**src/rtl/vector_list_player.sv**
```systemverilog
// vector_list_player: display-list sequencer for the line-draw block.
// Holds a host-written list of JUMP/DRAW/END/NOP commands and replays it to
// the drawer through a synchronous ready/strobe handshake, once or looping.
//
// Ports:
//   clk, reset                 clock, asynchronous active-high reset
//   wr_en/wr_addr/wr_cmd/wr_x/wr_y   host list write port (any time)
//   start, loop_en, stop       playback control
//   ready                      drawer can accept a command
//   x, y, draw, jump           coordinates and one-cycle command strobes
//   busy                       high whenever not IDLE
//   frame_done, frame_count    per-frame pulse and wrapping frame counter
module vector_list_player #(
    parameter int unsigned COORD_W = 12,
    parameter int unsigned DEPTH   = 64,
    parameter int unsigned ADDR_W  = $clog2(DEPTH),
    parameter int unsigned FCNT_W  = 16
) (
    input  logic               clk,
    input  logic               reset,
    input  logic               wr_en,
    input  logic [ADDR_W-1:0]  wr_addr,
    input  logic [1:0]         wr_cmd,
    input  logic [COORD_W-1:0] wr_x,
    input  logic [COORD_W-1:0] wr_y,
    input  logic               start,
    input  logic               loop_en,
    input  logic               stop,
    input  logic               ready,
    output logic [COORD_W-1:0] x,
    output logic [COORD_W-1:0] y,
    output logic               draw,
    output logic               jump,
    output logic               busy,
    output logic               frame_done,
    output logic [FCNT_W-1:0]  frame_count
);

    localparam int unsigned ENT_W = 2 + 2 * COORD_W;

    localparam logic [1:0] CMD_JUMP = 2'b00;
    localparam logic [1:0] CMD_DRAW = 2'b01;
    localparam logic [1:0] CMD_END  = 2'b10;
    localparam logic [1:0] CMD_NOP  = 2'b11;

    typedef enum logic [2:0] {
        S_IDLE,
        S_READ,
        S_DECODE,
        S_ISSUE,
        S_STROBE,
        S_HOLD,
        S_WAIT
    } state_t;

    state_t             state;
    logic [ADDR_W-1:0]  pc;
    logic               stop_pend;
    logic               is_draw;
    logic               wrap_pulse;

    logic [ENT_W-1:0]   mem [DEPTH];
    logic [ENT_W-1:0]   rd_data;

    logic [1:0]         rd_cmd;
    logic [COORD_W-1:0] rd_x;
    logic [COORD_W-1:0] rd_y;
    logic               last_pc;
    logic               end_hit;

    // List RAM: non-blocking read and write give read-before-write on collision.
    always_ff @(posedge clk) begin
        if (wr_en) begin
            mem[wr_addr] <= {wr_cmd, wr_x, wr_y};
        end
        rd_data <= mem[pc];
    end

    assign rd_cmd  = rd_data[ENT_W-1 -: 2];
    assign rd_x    = rd_data[2*COORD_W-1 -: COORD_W];
    assign rd_y    = rd_data[COORD_W-1:0];
    assign last_pc = (pc == ADDR_W'(DEPTH - 1));

    // A NOP in the last slot advances past the end, so it closes the frame too.
    assign end_hit = (rd_cmd == CMD_END) || ((rd_cmd == CMD_NOP) && last_pc);

    // Explicit END pulses during its DECODE cycle; a wrap out of WAIT pulses
    // from a register one cycle later. Both sources are registered state.
    assign frame_done = ((state == S_DECODE) && end_hit) || wrap_pulse;

    // Sequencer FSM with registered outputs.
    always_ff @(posedge clk or posedge reset) begin
        if (reset) begin
            state       <= S_IDLE;
            pc          <= '0;
            x           <= '0;
            y           <= '0;
            draw        <= 1'b0;
            jump        <= 1'b0;
            busy        <= 1'b0;
            frame_count <= '0;
            stop_pend   <= 1'b0;
            is_draw     <= 1'b0;
            wrap_pulse  <= 1'b0;
        end else begin
            draw       <= 1'b0;
            jump       <= 1'b0;
            wrap_pulse <= 1'b0;

            if ((state != S_IDLE) && stop) begin
                stop_pend <= 1'b1;
            end

            case (state)
                S_IDLE: begin
                    if (start) begin
                        pc    <= '0;
                        busy  <= 1'b1;
                        state <= S_READ;
                    end
                end

                S_READ: begin
                    state <= S_DECODE;
                end

                S_DECODE: begin
                    if ((rd_cmd == CMD_JUMP) || (rd_cmd == CMD_DRAW)) begin
                        x       <= rd_x;
                        y       <= rd_y;
                        is_draw <= (rd_cmd == CMD_DRAW);
                        state   <= S_ISSUE;
                    end else if (end_hit) begin
                        frame_count <= frame_count + FCNT_W'(1);
                        pc          <= '0;
                        if (loop_en && !stop_pend) begin
                            state <= S_READ;
                        end else begin
                            state     <= S_IDLE;
                            busy      <= 1'b0;
                            stop_pend <= 1'b0;
                        end
                    end else if (stop_pend) begin
                        state     <= S_IDLE;
                        busy      <= 1'b0;
                        stop_pend <= 1'b0;
                    end else begin
                        pc    <= pc + ADDR_W'(1);
                        state <= S_READ;
                    end
                end

                S_ISSUE: begin
                    if (ready) begin
                        draw  <= is_draw;
                        jump  <= !is_draw;
                        state <= S_STROBE;
                    end
                end

                S_STROBE: begin
                    state <= S_HOLD;
                end

                // Drawer drops ready only the cycle after accepting; skip that cycle.
                S_HOLD: begin
                    state <= S_WAIT;
                end

                S_WAIT: begin
                    if (ready) begin
                        if (last_pc) begin
                            wrap_pulse  <= 1'b1;
                            frame_count <= frame_count + FCNT_W'(1);
                            pc          <= '0;
                            if (loop_en && !stop_pend) begin
                                state <= S_READ;
                            end else begin
                                state     <= S_IDLE;
                                busy      <= 1'b0;
                                stop_pend <= 1'b0;
                            end
                        end else if (stop_pend) begin
                            state     <= S_IDLE;
                            busy      <= 1'b0;
                            stop_pend <= 1'b0;
                        end else begin
                            pc    <= pc + ADDR_W'(1);
                            state <= S_READ;
                        end
                    end
                end

                default: begin
                    state <= S_IDLE;
                    busy  <= 1'b0;
                end
            endcase
        end
    end

endmodule

```
**config.mk**
```make
export PLATFORM = sky130hd
export DESIGN_NAME = vector_list_player
export DESIGN_NICKNAME = d
export VERILOG_FILES = /design/src/rtl/vector_list_player.sv
export SDC_FILE = /design/constraint.sdc
export NUM_CORES = 2
export LEC_CHECK = 0
export BUFFER_PORTS_ARGS = -buffer_cell sky130_fd_sc_hd__buf_2
export CORE_MARGIN = 4
export CORE_UTILIZATION = 62
export DETAILED_ROUTE_END_ITERATION = 10
export PLACE_DENSITY = 0.79
export SETUP_SLACK_MARGIN = 0.2
export SLEW_MARGIN = 20
export SYNTH_ARGS = -nofsm -noshare
export SYNTH_HDL_FRONTEND = slang
export SYNTH_SLANG_ARGS = --single-unit
```
**constraint.sdc**
```tcl
create_clock -name clk -period 3.2 [get_ports clk]
set_clock_uncertainty 0.15 [all_clocks]
set_input_delay 0.96 -clock clk [delete_from_list [all_inputs] [get_ports clk]]
set_output_delay 0.96 -clock clk [all_outputs]
set_load 0.005 [all_outputs]
```
==> reports/qor.yml <==
placement:
  port_buffers: 82
  gp_congestion: 0.888
  placed_area_um2: 70900
  place_inst: 4622
  dp_hpwl_um: 98600
synthesis:
  synth_top_area_cell: "edfxtp_1"
  synth_edf_count: 1664
  ys_async_sr_fraction: 0.0315
  synth_flop_cell: "edfxtp_1"
  synthCells: 3072
  synth_seq_cells: 1745
  synth_top_area_share: 0.753
  synthesis.area_um2: 66300
  yosysWarnings: 0
  synth_area_leaders: "edfxtp_1 75%, mux4_2 12%, dfrtp_1 2.1%"
  ys_seq_area_frac: 0.782
  postSynthAreaPerCell_um2: 21.6
  synth.distinct_cells: 54
  synth_nets: 3113
die:
  fp.dieH_um: 335
  core_area_um2: 106000
  pin_count: 83
  initial_utilization: 0.627
  die_w_um: 335
  row_count: 119
  design.die.area_um2: 112000
setup_path:
  worstReg2RegEnd: "rd_data[24]"
  cp_max_fo: 4
  start_kind: "flip-flop"
  critPathLaunch: "rd_data[25]"
  endpoint: "frame_done"
  r2r_cells: 8
  crit_required_ps: 2090
  rrSetupSlack_ps: 210
  worstSetupEndpointType: "output port"
  reg2reg_from: "pc[3]"
  worstSetupPathType: "reg2out"
  worstPathArrival_ps: 2030
cts:
  cts.path.max_buffers: 3
  clkSinkCount: 1745
  h-tree-depth: 4
  cts_tree: "done"
  clk_pin_slew_ps: 70
  cts-root-buf: "clkbuf_16"
  cts_buffers: 163
  clk_latency_ps: 790
layout:
  fin_area_um2: 76700
  stdcell_count: 4949
  final_nets: 3450
  syn2layout_area_growth_pct: 15.7
  drive_above_1_share: 0.304
  layout_common_cells: "1664 x edfxtp_1, 360 x mux4_2, 168 x clkbuf_16"
  mostFrequentLayoutCell: "edfxtp_1"
timing:
  rsz0062_at_grt: "true"
  min_period_ps: 3140
  slew_headroom: 0.332
  fmax_ghz: 0.319
  finalHoldViolCount: 0
  tightestPinTransition_ps: 1000
  finalSetupViolCount: 0
  min_period_over_period: 0.981
  timing_max_transition_violations_final: 0
power:
  p_clk_frac: 0.364
  p_leak_nw: 24.0
  pwr-share-seq: 0.480
  p_comb_frac: 0.156
  vdd.ir_drop.worst_v: 0.000436
  p_sw_mw: 13.4
  power.density_nw_per_um2: 708
  cell_internal_pwr_mw: 40.9
  p_sw_frac: 0.247
global_routing:
  track_usage: 0.319
  grt_pass1_vias: 35600
  grt_pass1_wl_um: 253000
  grt_max_degree: 73
  antenna_found_initial: 20
  overflow: 0
detailed_routing:
  route.detailed.drc: 0
  drtAntennaViolNets: 0
  wl_per_cell_um: 36.0
  route.vias.total: 35300
  wirelength_um: 178000
  dr.pass1.iters: 6
  drt-initial-drc-count: 5814
  routed_via_density: 7.13
worst_hold_path:
  hold_class: "in2async"
status:
  status: "complete, no violations"
job:
  maxCapViolations: 0
==> kinds of logic (layout without fill, tap and decap cells) <==
logic type | count (synthesis) | in the layout | synth area share
AND/OR/NAND/NOR | 265 | 265 | 0.0181
other | 0 | 13 | 0
buffers and inverters | 179 | 652 | 0.0131
AO/OA/AOI/OAI | 341 | 341 | 0.0356
multiplexers | 525 | 525 | 0.149
flip-flops | 1745 | 1745 | 0.782
XOR/XNOR | 15 | 15 | 0.00198
adder cells (fa/ha/maj) | 2 | 2 | 0.000377
==> repair_timing <==
| action | CTS | global route |
|---|---|---|
| gates resized for setup | 19 | 27 |
| setup buffers | 10 | 0 |
| endpoints found under the setup margin | 13 | 19 |
| cloned | 0 | 3 |
| hold buffers | 0 | 0 |
==> cell usage after synthesis (8+ instances only) <==
cell type     n
nor2_1       91
dfrtp_1      55
nand3_1      21
a21oi_1      71
dfxtp_1      26
a22oi_1      47
edfxtp_1   1664
inv_1        14
a22o_1       11
o31ai_1       9
clkbuf_1     68
o22ai_1      46
nor3_1       25
nor2b_1      15
o221ai_1     62
nand2b_1     11
mux2_2       42
mux2i_1     120
buf_2        48
o21ai_0      46
xnor2_1       8
a221oi_1     15
buf_1        17
buf_4        27
mux4_2      360
nand2_1      74
==> worst min-delay path by stage <==
stage / endpoint / slack [ps] / depth (start not counted)
floorplan: jump / 250 / 1
global placement: jump / 260 / 1
global route: jump / 70 / 2
finish: is_draw / 50 / 2
detailed placement: jump / 270 / 1
CTS: is_draw / 20 / 2
==> worst max-delay path: stages (launching register included) <==
cell and delay [ps]:
dfxtp_1 650, nand2_1 180, o31ai_2 240, buf_2 160
==> routing by layer <==
layer  track usage  wire, um  share of wire  vias to the layer above
li1              -         -              -                    13600
met1         0.427     58300           0.33                    18100
met2         0.495     85100           0.48                     3010
met3        0.0901     24300           0.14                      571
met4         0.157     10200          0.057                       10
met5             0        72        0.00040                        -
==> layout make-up <==
cell class	count	area, um2
diodes	13	32.5
clock buffers	214	4420
clock inverters	87	1030
fillers	5561	29000
inverters	15	56.3
multi-input cells	1148	14000
flip-flops and latches	1745	51900
well taps	1391	1740
repair buffers	336	3580
==> state kept, by name (all words and copies together) (netlist names) <==
register and cells:
state 3, draw 1, rd_data 26, x 12, is_draw 1, wrap_pulse 1
stop_pend 1, pc 6, busy 1, mem 1664, jump 1, frame_count 16
y 12
==> stage by stage <==
| step | TNS, ps | setup slack [ps] | power (mW) | hold WS (ps) | util |
|---|---|---|---|---|---|
| after floorplan | -130300 | -172 | 31.5 | 253 | - |
| after global placement | -212 | -212 | 34.2 | 262 | 0.670 |
| after detailed placement | 0 | 15.5 | 34.4 | 275 | 0.671 |
| after CTS | 0 | 25.2 | 54.1 | 20.0 | 0.723 |
| after global routing | 0 | 22.9 | 55.9 | 65.3 | 0.725 |
| final | 0 | 61.1 | 54.3 | 46.5 | 0.726 |
==> power groups by stage <==
stage               logic [mW]  registers [mW]  clock network [mW]
floorplan                 5.29            26.2                   0
global placement          7.71            26.5                   0
detailed placement        7.90            26.5                   0
CTS                       8.20            26.0                19.9
global route              8.91            26.1                21.0
finish                    8.49            26.0                19.8
Note: power is estimated with default switching activity, not from simulation.
